===== src/rtl/ctrl_pkg.sv =====
// Shared constants for the multicycle RV32I controller.
// Opcodes, 4-bit state encodings and datapath select codes.
package ctrl_pkg;

   localparam logic [6:0] OP_R      = 7'b0110011;
   localparam logic [6:0] OP_I      = 7'b0010011;
   localparam logic [6:0] OP_LOAD   = 7'b0000011;
   localparam logic [6:0] OP_STORE  = 7'b0100011;
   localparam logic [6:0] OP_BRANCH = 7'b1100011;
   localparam logic [6:0] OP_JAL    = 7'b1101111;
   localparam logic [6:0] OP_JALR   = 7'b1100111;
   localparam logic [6:0] OP_LUI    = 7'b0110111;

   typedef enum logic [3:0] {
      S_FETCH  = 4'd0,
      S_DECODE = 4'd1,
      S_MEMADR = 4'd2,
      S_MEMRD  = 4'd3,
      S_MEMWB  = 4'd4,
      S_MEMWR  = 4'd5,
      S_EXECR  = 4'd6,
      S_ALUWB  = 4'd7,
      S_EXECI  = 4'd8,
      S_JAL    = 4'd9,
      S_BEQ    = 4'd10,
      S_TRAP   = 4'd11,
      S_JALR   = 4'd12,
      S_LUI    = 4'd13,
      S_JAL2   = 4'd14
   } state_t;

   localparam logic [1:0] SRCA_PC    = 2'b00;
   localparam logic [1:0] SRCA_OLDPC = 2'b01;
   localparam logic [1:0] SRCA_REGA  = 2'b10;

   localparam logic [1:0] SRCB_REGB  = 2'b00;
   localparam logic [1:0] SRCB_IMM   = 2'b01;
   localparam logic [1:0] SRCB_FOUR  = 2'b10;

   localparam logic [1:0] ALUOP_ADD   = 2'b00;
   localparam logic [1:0] ALUOP_SUB   = 2'b01;
   localparam logic [1:0] ALUOP_FUNCT = 2'b10;

   localparam logic [1:0] RES_ALUOUT = 2'b00;
   localparam logic [1:0] RES_MEM    = 2'b01;
   localparam logic [1:0] RES_ALU    = 2'b10;
   localparam logic [1:0] RES_IMM    = 2'b11;

   // States that hold a memory request open and are subject to the wait timeout.
   function automatic logic is_mem_wait(input state_t s);
      return (s == S_FETCH) || (s == S_MEMRD) || (s == S_MEMWR);
   endfunction

endpackage


===== src/rtl/mc_opcode_decode.sv =====
// Maps the IR opcode to the state that follows DECODE.
// Jump-class opcodes are treated as illegal when SUPPORT_JUMP is 0.
module mc_opcode_decode
   import ctrl_pkg::*;
#(
   parameter int SUPPORT_JUMP = 1
) (
   input  logic [6:0] opcode,
   output logic [3:0] decode_next
);

   always_comb begin
      decode_next = S_TRAP;
      case (opcode)
         OP_LOAD,
         OP_STORE:  decode_next = S_MEMADR;
         OP_R:      decode_next = S_EXECR;
         OP_I:      decode_next = S_EXECI;
         OP_BRANCH: decode_next = S_BEQ;
         OP_JAL:    decode_next = (SUPPORT_JUMP != 0) ? S_JAL  : S_TRAP;
         OP_JALR:   decode_next = (SUPPORT_JUMP != 0) ? S_JALR : S_TRAP;
         OP_LUI:    decode_next = (SUPPORT_JUMP != 0) ? S_LUI  : S_TRAP;
         default:   decode_next = S_TRAP;
      endcase
   end

endmodule


===== src/rtl/multicycle_control.sv =====
// Multicycle RV32I main controller: sequences fetch/decode/execute/writeback
// over a shared ALU and unified memory, with a memory wait timeout and sticky trap.
module multicycle_control
   import ctrl_pkg::*;
#(
   parameter int SUPPORT_JUMP = 1,
   parameter int MEM_TIMEOUT  = 15,
   parameter int TO_W         = 4
) (
   input  logic       clk,
   input  logic       rst,
   input  logic [6:0] opcode,
   input  logic       zero,
   input  logic       mem_ready,
   output logic       mem_req,
   output logic       mem_we,
   output logic       adr_src,
   output logic       ir_write,
   output logic       pc_write,
   output logic       reg_write,
   output logic [1:0] alu_src_a,
   output logic [1:0] alu_src_b,
   output logic [1:0] alu_op,
   output logic [1:0] result_src,
   output logic       trap,
   output logic [3:0] state_o
);

   localparam logic [TO_W-1:0] TO_LIMIT = TO_W'(MEM_TIMEOUT);

   state_t          state;
   state_t          state_next;
   logic [3:0]      decode_next;
   logic [TO_W-1:0] wait_cnt;
   logic            timed_out;
   logic            mem_req_raw;
   logic            mem_we_raw;
   logic            ir_write_raw;
   logic            pc_write_raw;
   logic            reg_write_raw;

   mc_opcode_decode #(
      .SUPPORT_JUMP(SUPPORT_JUMP)
   ) u_decode (
      .opcode      (opcode),
      .decode_next (decode_next)
   );

   always_ff @(posedge clk) begin
      if (rst) begin
         state <= S_FETCH;
      end else begin
         state <= state_next;
      end
   end

   // Any state change restarts the count, so each memory state starts its wait at zero.
   always_ff @(posedge clk) begin
      if (rst) begin
         wait_cnt <= '0;
      end else if (state_next != state) begin
         wait_cnt <= '0;
      end else if (is_mem_wait(state) && !mem_ready) begin
         wait_cnt <= wait_cnt + 1'b1;
      end
   end

   assign timed_out = (MEM_TIMEOUT != 0) && (wait_cnt == TO_LIMIT) && !mem_ready;

   always_comb begin
      state_next = S_TRAP;
      case (state)
         S_FETCH:  state_next = mem_ready ? S_DECODE : (timed_out ? S_TRAP : S_FETCH);
         S_DECODE: state_next = state_t'(decode_next);
         S_MEMADR: state_next = (opcode == OP_STORE) ? S_MEMWR : S_MEMRD;
         S_MEMRD:  state_next = mem_ready ? S_MEMWB : (timed_out ? S_TRAP : S_MEMRD);
         S_MEMWB:  state_next = S_FETCH;
         S_MEMWR:  state_next = mem_ready ? S_FETCH : (timed_out ? S_TRAP : S_MEMWR);
         S_EXECR:  state_next = S_ALUWB;
         S_EXECI:  state_next = S_ALUWB;
         S_ALUWB:  state_next = S_FETCH;
         S_BEQ:    state_next = S_FETCH;
         S_JAL:    state_next = S_ALUWB;
         S_JALR:   state_next = S_JAL2;
         S_JAL2:   state_next = S_ALUWB;
         S_LUI:    state_next = S_FETCH;
         S_TRAP:   state_next = S_TRAP;
         default:  state_next = S_TRAP;
      endcase
   end

   always_comb begin
      mem_req_raw   = 1'b0;
      mem_we_raw    = 1'b0;
      ir_write_raw  = 1'b0;
      pc_write_raw  = 1'b0;
      reg_write_raw = 1'b0;
      adr_src       = 1'b0;
      alu_src_a     = SRCA_PC;
      alu_src_b     = SRCB_REGB;
      alu_op        = ALUOP_ADD;
      result_src    = RES_ALUOUT;
      case (state)
         S_FETCH: begin
            mem_req_raw  = 1'b1;
            ir_write_raw = mem_ready;
            pc_write_raw = mem_ready;
            alu_src_b    = SRCB_FOUR;
            result_src   = RES_ALU;
         end
         S_DECODE: begin
            alu_src_a = SRCA_OLDPC;
            alu_src_b = SRCB_IMM;
         end
         S_MEMADR: begin
            alu_src_a = SRCA_REGA;
            alu_src_b = SRCB_IMM;
         end
         S_MEMRD: begin
            mem_req_raw = 1'b1;
            adr_src     = 1'b1;
         end
         S_MEMWB: begin
            result_src    = RES_MEM;
            reg_write_raw = 1'b1;
         end
         S_MEMWR: begin
            mem_req_raw = 1'b1;
            mem_we_raw  = 1'b1;
            adr_src     = 1'b1;
         end
         S_EXECR: begin
            alu_src_a = SRCA_REGA;
            alu_op    = ALUOP_FUNCT;
         end
         S_EXECI: begin
            alu_src_a = SRCA_REGA;
            alu_src_b = SRCB_IMM;
            alu_op    = ALUOP_FUNCT;
         end
         S_ALUWB: begin
            reg_write_raw = 1'b1;
         end
         S_BEQ: begin
            alu_src_a    = SRCA_REGA;
            alu_op       = ALUOP_SUB;
            pc_write_raw = zero;
         end
         // ALUOut still holds the DECODE target; the ALU forms the link address meanwhile.
         S_JAL: begin
            alu_src_a    = SRCA_OLDPC;
            alu_src_b    = SRCB_FOUR;
            pc_write_raw = 1'b1;
         end
         S_JALR: begin
            alu_src_a    = SRCA_REGA;
            alu_src_b    = SRCB_IMM;
            result_src   = RES_ALU;
            pc_write_raw = 1'b1;
         end
         S_JAL2: begin
            alu_src_a = SRCA_OLDPC;
            alu_src_b = SRCB_FOUR;
         end
         S_LUI: begin
            result_src    = RES_IMM;
            reg_write_raw = 1'b1;
         end
         default: begin
         end
      endcase
   end

   assign mem_req   = mem_req_raw   && !rst;
   assign mem_we    = mem_we_raw    && !rst;
   assign ir_write  = ir_write_raw  && !rst;
   assign pc_write  = pc_write_raw  && !rst;
   assign reg_write = reg_write_raw && !rst;
   assign trap      = (state == S_TRAP);
   assign state_o   = state;

endmodule


===== config.mk =====
export PLATFORM = sky130hd
export DESIGN_NAME = multicycle_control
export DESIGN_NICKNAME = d
export VERILOG_FILES = /design/src/rtl/ctrl_pkg.sv /design/src/rtl/mc_opcode_decode.sv /design/src/rtl/multicycle_control.sv
export SDC_FILE = /design/constraint.sdc
export NUM_CORES = 1
export LEC_CHECK = 0
export BUFFER_PORTS_ARGS = -buffer_cell sky130_fd_sc_hd__buf_2
export CORE_MARGIN = 2
export CORE_UTILIZATION = 54
export CTS_CLUSTER_DIAMETER = 60
export DETAILED_ROUTE_END_ITERATION = 10
export PLACE_DENSITY = 0.84
export SLEW_MARGIN = 10
export SYNTH_ARGS = -nofsm -noshare
export SYNTH_HDL_FRONTEND = slang
export SYNTH_SLANG_ARGS = --single-unit

===== constraint.sdc =====
create_clock -name clk -period 3.87 [get_ports clk]
set_input_delay 0.9675 -clock clk [delete_from_list [all_inputs] [get_ports clk]]
set_output_delay 0.9675 -clock clk [all_outputs]
set_load 0.05 [all_outputs]

==> results of run 1 <==
[layout make-up]
class | count | area (µm²) | share of cell area
Inverter | 2 | 7.51 | 0.00683
Sequential cell | 8 | 160 | 0.146
Timing Repair Buffer | 29 | 145 | 0.132
Multi-Input combinational cell | 118 | 743 | 0.676
Clock buffer | 3 | 22.5 | 0.0205
Tap cell | 17 | 21.3 | 0.0193
[sequential cells by signal, summed over array words and instances, names as in the netlist]
| signal | count |
|---|---|
| state_o | 4 |
| wait_cnt | 4 |
[per-stage QoR]
step | instances | hold WS, ns | area (µm²)
final | 177 | 0.582 | 1100
after global routing | 177 | 0.616 | 1100
after CTS | 177 | 0.583 | 1100
after detailed placement | 174 | 0.568 | 1080
after global placement | 174 | 0.559 | 1080
after floorplan | 139 | 0.533 | 957
[worst max-delay path, cell delays in order (launching register included)]
cell       delay (ns)
dfxtp_1          0.69
nor2b_1          0.39
a21oi_1          0.11
o21ai_0          0.17
a2bb2oi_1        0.09
nor2_1           0.11
buf_2            0.26
[per-layer routing]
metal  part of all wire  routed length (µm)  global-route usage  vias to the layer above
met5                  0                   0                   0                        -
met4              0.024                  61               0.137                        0
met3              0.076                 193              0.0476                        8
met2               0.50                1280               0.428                       57
met1               0.40                1010               0.293                      513
li1                   -                   -                   -                      549
[synth_stat cells]
cell and n:
dfxtp_1 8, a2bb2oi_1 2, nor3_2 4, clkbuf_1 7, o31ai_1 1, a21o_1 2, a21oi_1 9, nand2b_1 5
nand4b_1 1, nor2b_1 5, buf_4 1, ha_1 1, o221ai_1 1, and2_1 1, nand3_1 5, nor3b_1 2
nor4_1 1, o21ai_0 5, mux2i_1 1, a211o_1 1, o21a_1 1, or2_1 1, buf_1 2, nand3b_1 4
nand4_1 1, or3_1 2, a211oi_1 3, o32a_1 1, nor4b_1 1, nand2_1 15, xor2_1 4, nor2b_4 2
a31oi_1 4, nor4_2 1, a22o_1 2, xnor2_1 2, inv_1 2, o21ai_1 1, nor3_1 4, a221oi_1 1
buf_2 1, nor2_1 18, a221o_1 2, o22ai_1 1
[cell families after synthesis]
logic type,count (synthesis),synth area share
fa+ha+maj,1,0.0132
mux,1,0.0105
flops,8,0.168
xor+xnor,6,0.0553
simple gates,73,0.433
compound gates,37,0.263
buf+inv,13,0.0566
[how the worst max path moves through the flow]
stage,from,to
6_report,state_o[1]$_SDFF_PP0_,pc_write
4_1_cts,state_o[2]$_SDFF_PP0_,mem_req
3_3_place_gp,state_o[2]$_SDFF_PP0_,mem_req
2_1_floorplan,state_o[0]$_SDFF_PP0_,mem_req
3_5_place_dp,state_o[2]$_SDFF_PP0_,mem_req
5_1_grt,state_o[1]$_SDFF_PP0_,pc_write
==> results.toml, run 1 <==
[placement]
hpwl_um = 1930
dp_worst_setup_slack_ns = 1.12
io_buffer_count = 29
gp_congestion = 0.849

[timing]
drv_slew = 0
hold_viol = 0
post-route-min-period_ns = 3.05
fin_tns_setup_ns = 0
skew_ns = 0.00955
finalCritPeriodShare = 0.788
rsz0062_at_grt = "no"
setup_ws_ns = 0.820
slew-limit-headroom = 0.432
fmax_mhz = 328
setup_viol = 0
max_slew.worst_pin.slew_ns = 0.851

[worst_setup_path]
reg2reg_from = "state_o[2]$_SDFF_PP0_"
ff2ff_setup_slack_ns = 1.30
rr_worst_depth = 6
cp-start-kind = "flip-flop"
worst_r2r_endpoint = "wait_cnt[0]$_SDFFE_PP0P_"
criticalPathCategory = "flip-flop to primary output"
arrival_ns = 2.08
path_max_fanout = 18
crit_required_ns = 2.90
crit_path_end_kind = "primary output"

[synth]
syn-num-nets = 151
synth_seq_cells = 8
yosys-top-cells-area = "dfxtp_1 17%, nor2_1 7.1%, nand2_1 5.9%"
yosysTopAreaCellShare = 0.168
post-synth-top-area-cell = "dfxtp_1"
netlist_area_um2 = 951
synth_cell_types = 44
synthCells = 139
yosys_warnings = 0
postSynthAreaPerCell_um2 = 6.84
synth_seq_area_share = 0.168

[run]
cap_violations = 0

[clock_tree]
clk_latency_ns = 0.25
clk_pin_slew_ns = 0.06
post_cts_resized = 0
cts.sinks = 8
hold_buffers = 0
post_cts_buffers = 0
clockRootBuffer = "clkbuf_4"
cts.path.max_buffers = 2
cts-buffers-inserted = 3
htreeDepth = 1
cts_tree = "built"

[grt]
grt_pass1_wl_um = 3880
grt_use_total = 0.252
grt_antenna_before_repair = 0
overflow = 0
first_global_vias = 931
grt_max_degree = 28

[die]
dieArea_mm2 = 0.00211
rows = 15
core_area_mm2 = 0.00169
fp.dieH_um = 46.0
io_pins = 30
die_w_um = 46.0
start_util = 0.563

[hold_path]
worstHoldStart = "wait_cnt[3]$_SDFFE_PP0P_"
hold_path.class = "flip-flop to flip-flop"
min_to = "wait_cnt[3]$_SDFFE_PP0P_"
min_path_cells = 2

[cells_and_area]
layout_commonest_cell = "buf_2"
nNetsFinal = 174
diodes = 0
syn_to_final_growth_pct = 15.7
fillers = 165
final_util = 0.651
layout-drive-gt1-share = 0.250
layout_common_cells = "29 x buf_2, 18 x nor2_1, 15 x nand2_1"

[drt]
vias = 1127
drt-pass1-iter-count = 4
via_per_inst = 6.37
drc = 0
wl_per_cell_um = 14.4
wl_um = 2550
antenna_left = 0
drt_iter0_drc = 34

[run_status]
status = "finished clean"
Power of run 1 is left out: the tool's default activity adds up to more than one toggle a clock period on the data nets, which glitch-free logic cannot reach.
==> run 2, diff against run 1 <==
- CORE_UTILIZATION: 54 -> 45
- PLACE_DENSITY: 0.84 -> 0.75
- clock period: 3.87 -> 2.72 ns (I/O delays scaled with it)
==> results.toml, run 2 (synthesized netlist as in run 1, its figures left out) <==
[drt]
vias = 1119
wl_um = 2560
via_per_inst = 5.89
drt-pass1-iter-count = 4
drc = 0
wl_per_cell_um = 13.5
drt_iter0_drc = 27
antenna_left = 0

[clock_tree]
clk_pin_slew_ns = 0.05
clockRootBuffer = "clkbuf_4"
clk_latency_ns = 0.25
cts-buffers-inserted = 3
cts_tree = "built"
post_cts_resized = 0
post_cts_buffers = 0
cts.path.max_buffers = 2
hold_buffers = 0
htreeDepth = 1
cts.sinks = 8

[worst_setup_path]
worst-path-buf-inv = 1
arrival_ns = 1.92
crit_required_ns = 2.04
cp-start-kind = "flip-flop"
crit_path_cell_trace = "nor2b_4, nor3b_1, nor4_2, buf_2"
criticalPathCategory = "flip-flop to primary output"
critical-path-slowest-cell = "dfxtp_1"
slowest_delay_ns = 0.73
crit_path_end_kind = "primary output"
critPathTopFamily = "flip-flops"
path_max_fanout = 18

[die]
rows = 16
dieArea_mm2 = 0.00250
die_w_um = 50.0
core_area_mm2 = 0.00198
io_pins = 30
fp.dieH_um = 50.0
start_util = 0.480

[cells_and_area]
final_area_mm2 = 0.00120
diodes = 0
fillers = 176
layout-drive-gt1-share = 0.331
finalNonFillerCells = 190
syn_to_final_growth_pct = 26.2
layout_common_cells = "29 x buf_2, 17 x nor2_1, 15 x nand2_1"
nNetsFinal = 177
layout_commonest_cell = "buf_2"

[timing]
setup_viol = 0
finalCritPeriodShare = 0.957
hold_viol = 0
fmax_mhz = 384
drv_slew = 0
skew_ns = 0.000929
post-route-min-period_ns = 2.60
max_slew.worst_pin.slew_ns = 0.643
rsz0062_at_grt = "no"
slew-limit-headroom = 0.571

[placement]
gp_congestion = 0.918
placed_cell_area_mm2 = 0.00117
io_buffer_count = 29
place_inst = 187
hpwl_um = 2000

[hold_path]
hold_path.class = "flip-flop to flip-flop"

[grt]
grt_use_total = 0.221
grt_max_degree = 26
grt_pass1_wl_um = 4430
first_global_vias = 1017
grt_antenna_before_repair = 0
overflow = 0

[run_status]
status = "finished clean"

[run]
cap_violations = 0
==> run 2: cell count changes in the layout (fill, tap and decap cells not counted), sizes merged <==
cell / previous run / this run
buf: 29 / 32
==> run 2: routing by layer <==
metal	up-vias	part of all wire	GRT usage
met5	-	0	0
met4	0	0.0047	0.0185
met3	2	0.062	0.0485
met2	56	0.48	0.384
met1	509	0.45	0.287
li1	552	-	-
==> run 2: path summary, 6_finish.rpt <==
path / start / endpoint / slack [ns] / cells after the start
setup / recovery: state_o[2]$_SDFF_PP0_ / mem_req / 0.12 / 4
hold / removal: wait_cnt[1]$_SDFFE_PP0P_ / wait_cnt[1]$_SDFFE_PP0P_ / 0.58 / 2
setup reg to reg: state_o[2]$_SDFF_PP0_ / wait_cnt[3]$_SDFFE_PP0P_ / 0.31 / 6
hold reg to reg: wait_cnt[1]$_SDFFE_PP0P_ / wait_cnt[1]$_SDFFE_PP0P_ / 0.58 / 2
==> run 2: through the flow <==
stage / util / TNS, ns / setup WS [ns] / hold slack, ns
2_1_floorplan: - / -0.220 / -0.166 / 0.533
3_3_place_gp: 0.592 / 0 / 0.352 / 0.564
3_5_place_dp: 0.592 / 0 / 0.281 / 0.583
4_1_cts: 0.604 / 0 / 0.144 / 0.590
5_1_grt: 0.605 / 0 / 0.00384 / 0.632
6_report: 0.605 / 0 / 0.117 / 0.581
==> run 2: cell type report <==
cell class	instances	area [µm²]	share of cell area
Tap cell	27	33.8	0.0282
Multi-Input combinational cell	118	802	0.668
Timing Repair Buffer	32	168	0.140
Clock buffer	3	22.5	0.0188
Inverter	2	7.51	0.00626
Sequential cell	8	166	0.139
==> run 2: worst register-to-register path, stage by stage (launching register included) <==
cell	delay, ns
dfxtp_1	0.73
nor2b_4	0.11
a22o_1	0.25
a221o_1	0.37
or3_1	0.36
a211o_1	0.35
nor3_2	0.17
Power of run 2 is left out for the same reason.
==> run 3, diff against run 2 <==
- CORE_UTILIZATION: 45 -> 46
- SYNTH_HIERARCHICAL: default -> 1
==> results.toml, run 3 <==
[die]
die_w_um = 50.9
rows = 16
io_pins = 30
fp.dieH_um = 50.9
core_area_mm2 = 0.00202
start_util = 0.501
dieArea_mm2 = 0.00259

[power]
switching_power_mw = 1.03
comb_power_share = 0.804
ir_worst_vdd_uv = 990
p_clk_frac = 0.053
netSwitchingFraction = 0.624
internal_power_uw = 620
power_density_mw_per_mm2 = 1330
leakagePower_nw = 0.527
seq_power_share = 0.143

[synth]
synth_seq_cells = 8
synthCells = 143
yosys_warnings = 6
yosysMostFrequentCell = "nor2_1"
synth_xor_area_frac = 0.0605
synth_seq_area_share = 0.158
synth_edf_count = 0
yosysTopAreaCellShare = 0.158
yosys-top-cells-area = "dfxtp_1 16%, nor2_1 8.5%, a21oi_1 5.4%"
netlist_area_mm2 = 0.00101
postSynthAreaPerCell_um2 = 7.09
synthArstFlopShare = 0
synth_ff_type = "dfxtp_1"
netlist_top_cells_count = "23 x nor2_1, 11 x a21oi_1, 9 x nand2_1"
synthMuxAreaShare = 0.0296
synth_cell_types = 46
post-synth-top-area-cell = "dfxtp_1"
synth_compound_area_frac = 0.278
syn-num-nets = 155
synthAdderAreaFrac = 0.0123
synth_top_family_by_area = "simple AND/OR/NAND/NOR gates"
yosys.area_share.simple = 0.409

[clock_tree]
hold_buffers = 0
htreeDepth = 1
clk_pin_slew_ns = 0.05
cts.sinks = 8
clk_latency_ns = 0.25
cts_tree = "built"
cts.path.max_buffers = 2
cts-buffers-inserted = 3
clockRootBuffer = "clkbuf_4"

[timing]
skew_ns = 0.00623
rsz0062_at_grt = "no"
hold_viol = 0
post-route-min-period_ns = 2.59
fmax_mhz = 385
drv_slew = 0
setup_viol = 0
finalCritPeriodShare = 0.954
slew-limit-headroom = 0.642
finalHoldWorstSlack_ns = 0.623
max_slew.worst_pin.slew_ns = 0.536

[cells_and_area]
final_area_mm2 = 0.00124
fillers = 195
layout_common_cells = "29 x buf_2, 22 x nor2_1, 11 x a21oi_1"
layout_commonest_cell = "buf_2"
layout-drive-gt1-share = 0.302
nNetsFinal = 186
diodes = 0
syn_to_final_growth_pct = 22.7
finalNonFillerCells = 199

[drt]
drt-pass1-iter-count = 4
wl_per_cell_um = 14.0
drc = 0
antenna_left = 0
via_per_inst = 5.80
drt_iter0_drc = 39
vias = 1155
wl_um = 2780

[worst_setup_path]
cp-start-kind = "flip-flop"
reg2reg_from = "state_o[3]$_SDFF_PP0_"
arrival_ns = 1.91
crit_path_cell_trace = "buf_4, nor2b_1, or3_1, a211oi_2, buf_2"
rr_worst_depth = 7
worst_r2r_endpoint = "wait_cnt[2]$_SDFFE_PP0P_"
ff2ff_setup_slack_ns = 0.37
crit_required_ns = 2.04
startpoint = "state_o[3]$_SDFF_PP0_"
slowest_delay_ns = 0.43
crit_path_end_kind = "primary output"
path_max_fanout = 15
worstSetupEndpoint = "reg_write"
critical-path-slowest-cell = "dfxtp_1"
criticalPathCategory = "flip-flop to primary output"

[grt]
grt_pass1_wl_um = 4590
first_global_vias = 1035
grt_max_degree = 17
grt_antenna_before_repair = 0
grt_use_total = 0.224
overflow = 0

[placement]
place_inst = 196
hpwl_um = 2170
io_buffer_count = 29
placed_cell_area_mm2 = 0.00122
gp_congestion = 0.891

[hold_path]
hold_path.class = "flip-flop to flip-flop"
min_path_cells = 2
worstHoldStart = "state_o[0]$_SDFF_PP0_"

[run]
cap_violations = 0

[run_status]
status = "finished clean"
==> run 3: how the worst min path moves through the flow <==
stage          slack, ns                       end
2_1_floorplan       0.58  wait_cnt[1]$_SDFFE_PP0P_
5_1_grt             0.66     state_o[3]$_SDFF_PP0_
3_5_place_dp        0.63  wait_cnt[1]$_SDFFE_PP0P_
4_1_cts             0.64  wait_cnt[1]$_SDFFE_PP0P_
3_3_place_gp        0.61  wait_cnt[1]$_SDFFE_PP0P_
6_report            0.62     state_o[3]$_SDFF_PP0_
==> run 3: layout make-up <==
| type | instances | area [µm²] | share of cell area |
|---|---|---|---|
| clock buffer | 3 | 22.5 | 0.0181 |
| inverter | 2 | 7.51 | 0.00604 |
| multi-input combinational | 124 | 828 | 0.666 |
| sequential | 8 | 161 | 0.130 |
| tap | 27 | 33.8 | 0.0272 |
| timing repair buffer | 35 | 190 | 0.153 |
==> run 3: critical path: cells and delay by family, from the launching register on <==
kind                   cells  cell delay (ns)
flip-flops                 1             0.43
AO/OA/AOI/OAI              1             0.19
AND/OR/NAND/NOR            2             0.53
buffers and inverters      2             0.51
==> run 3: power by group through the flow <==
stage / registers, mW / clock network (mW) / logic [mW]
3_3_place_gp: 0.234 / 0 / 1.30
4_1_cts: 0.232 / 0.0909 / 1.32
5_1_grt: 0.245 / 0.0994 / 1.42
2_1_floorplan: 0.252 / 0 / 1.04
3_5_place_dp: 0.234 / 0 / 1.32
6_report: 0.235 / 0.0879 / 1.32
==> run 3: repair_timing <==
item,CTS,global route
setup buffers,0,0
setup endpoints to repair,0,2
gates resized for setup,0,1
==> run 3: logic make-up after synthesis <==
logic type,count (synthesis)
flip-flops,8
multiplexers,3
buffers and inverters,11
adder cells (fa/ha/maj),1
XOR/XNOR,7
AND/OR/NAND/NOR,75
AO/OA/AOI/OAI,38
==> run 3: metrics by stage <==
stage	util	TNS (ns)	setup WS (ns)	power (mW)
after floorplan	-	-0.445	-0.171	1.29
after global placement	0.603	0	0.182	1.53
after detailed placement	0.603	0	0.169	1.55
after CTS	0.614	0	0.0811	1.64
after global routing	0.615	0	0.0106	1.76
final	0.615	0	0.126	1.65
==> run 3: routing by layer <==
layer	global-route usage	share of wire	wire length [µm]	vias to the layer above
met3	0.0439	0.058	162	4
met1	0.288	0.47	1300	531
met2	0.372	0.46	1290	34
met5	0	0	0	-
li1	-	-	-	586
met4	0.0721	0.010	28	0
(Power assumes the default switching activity.)
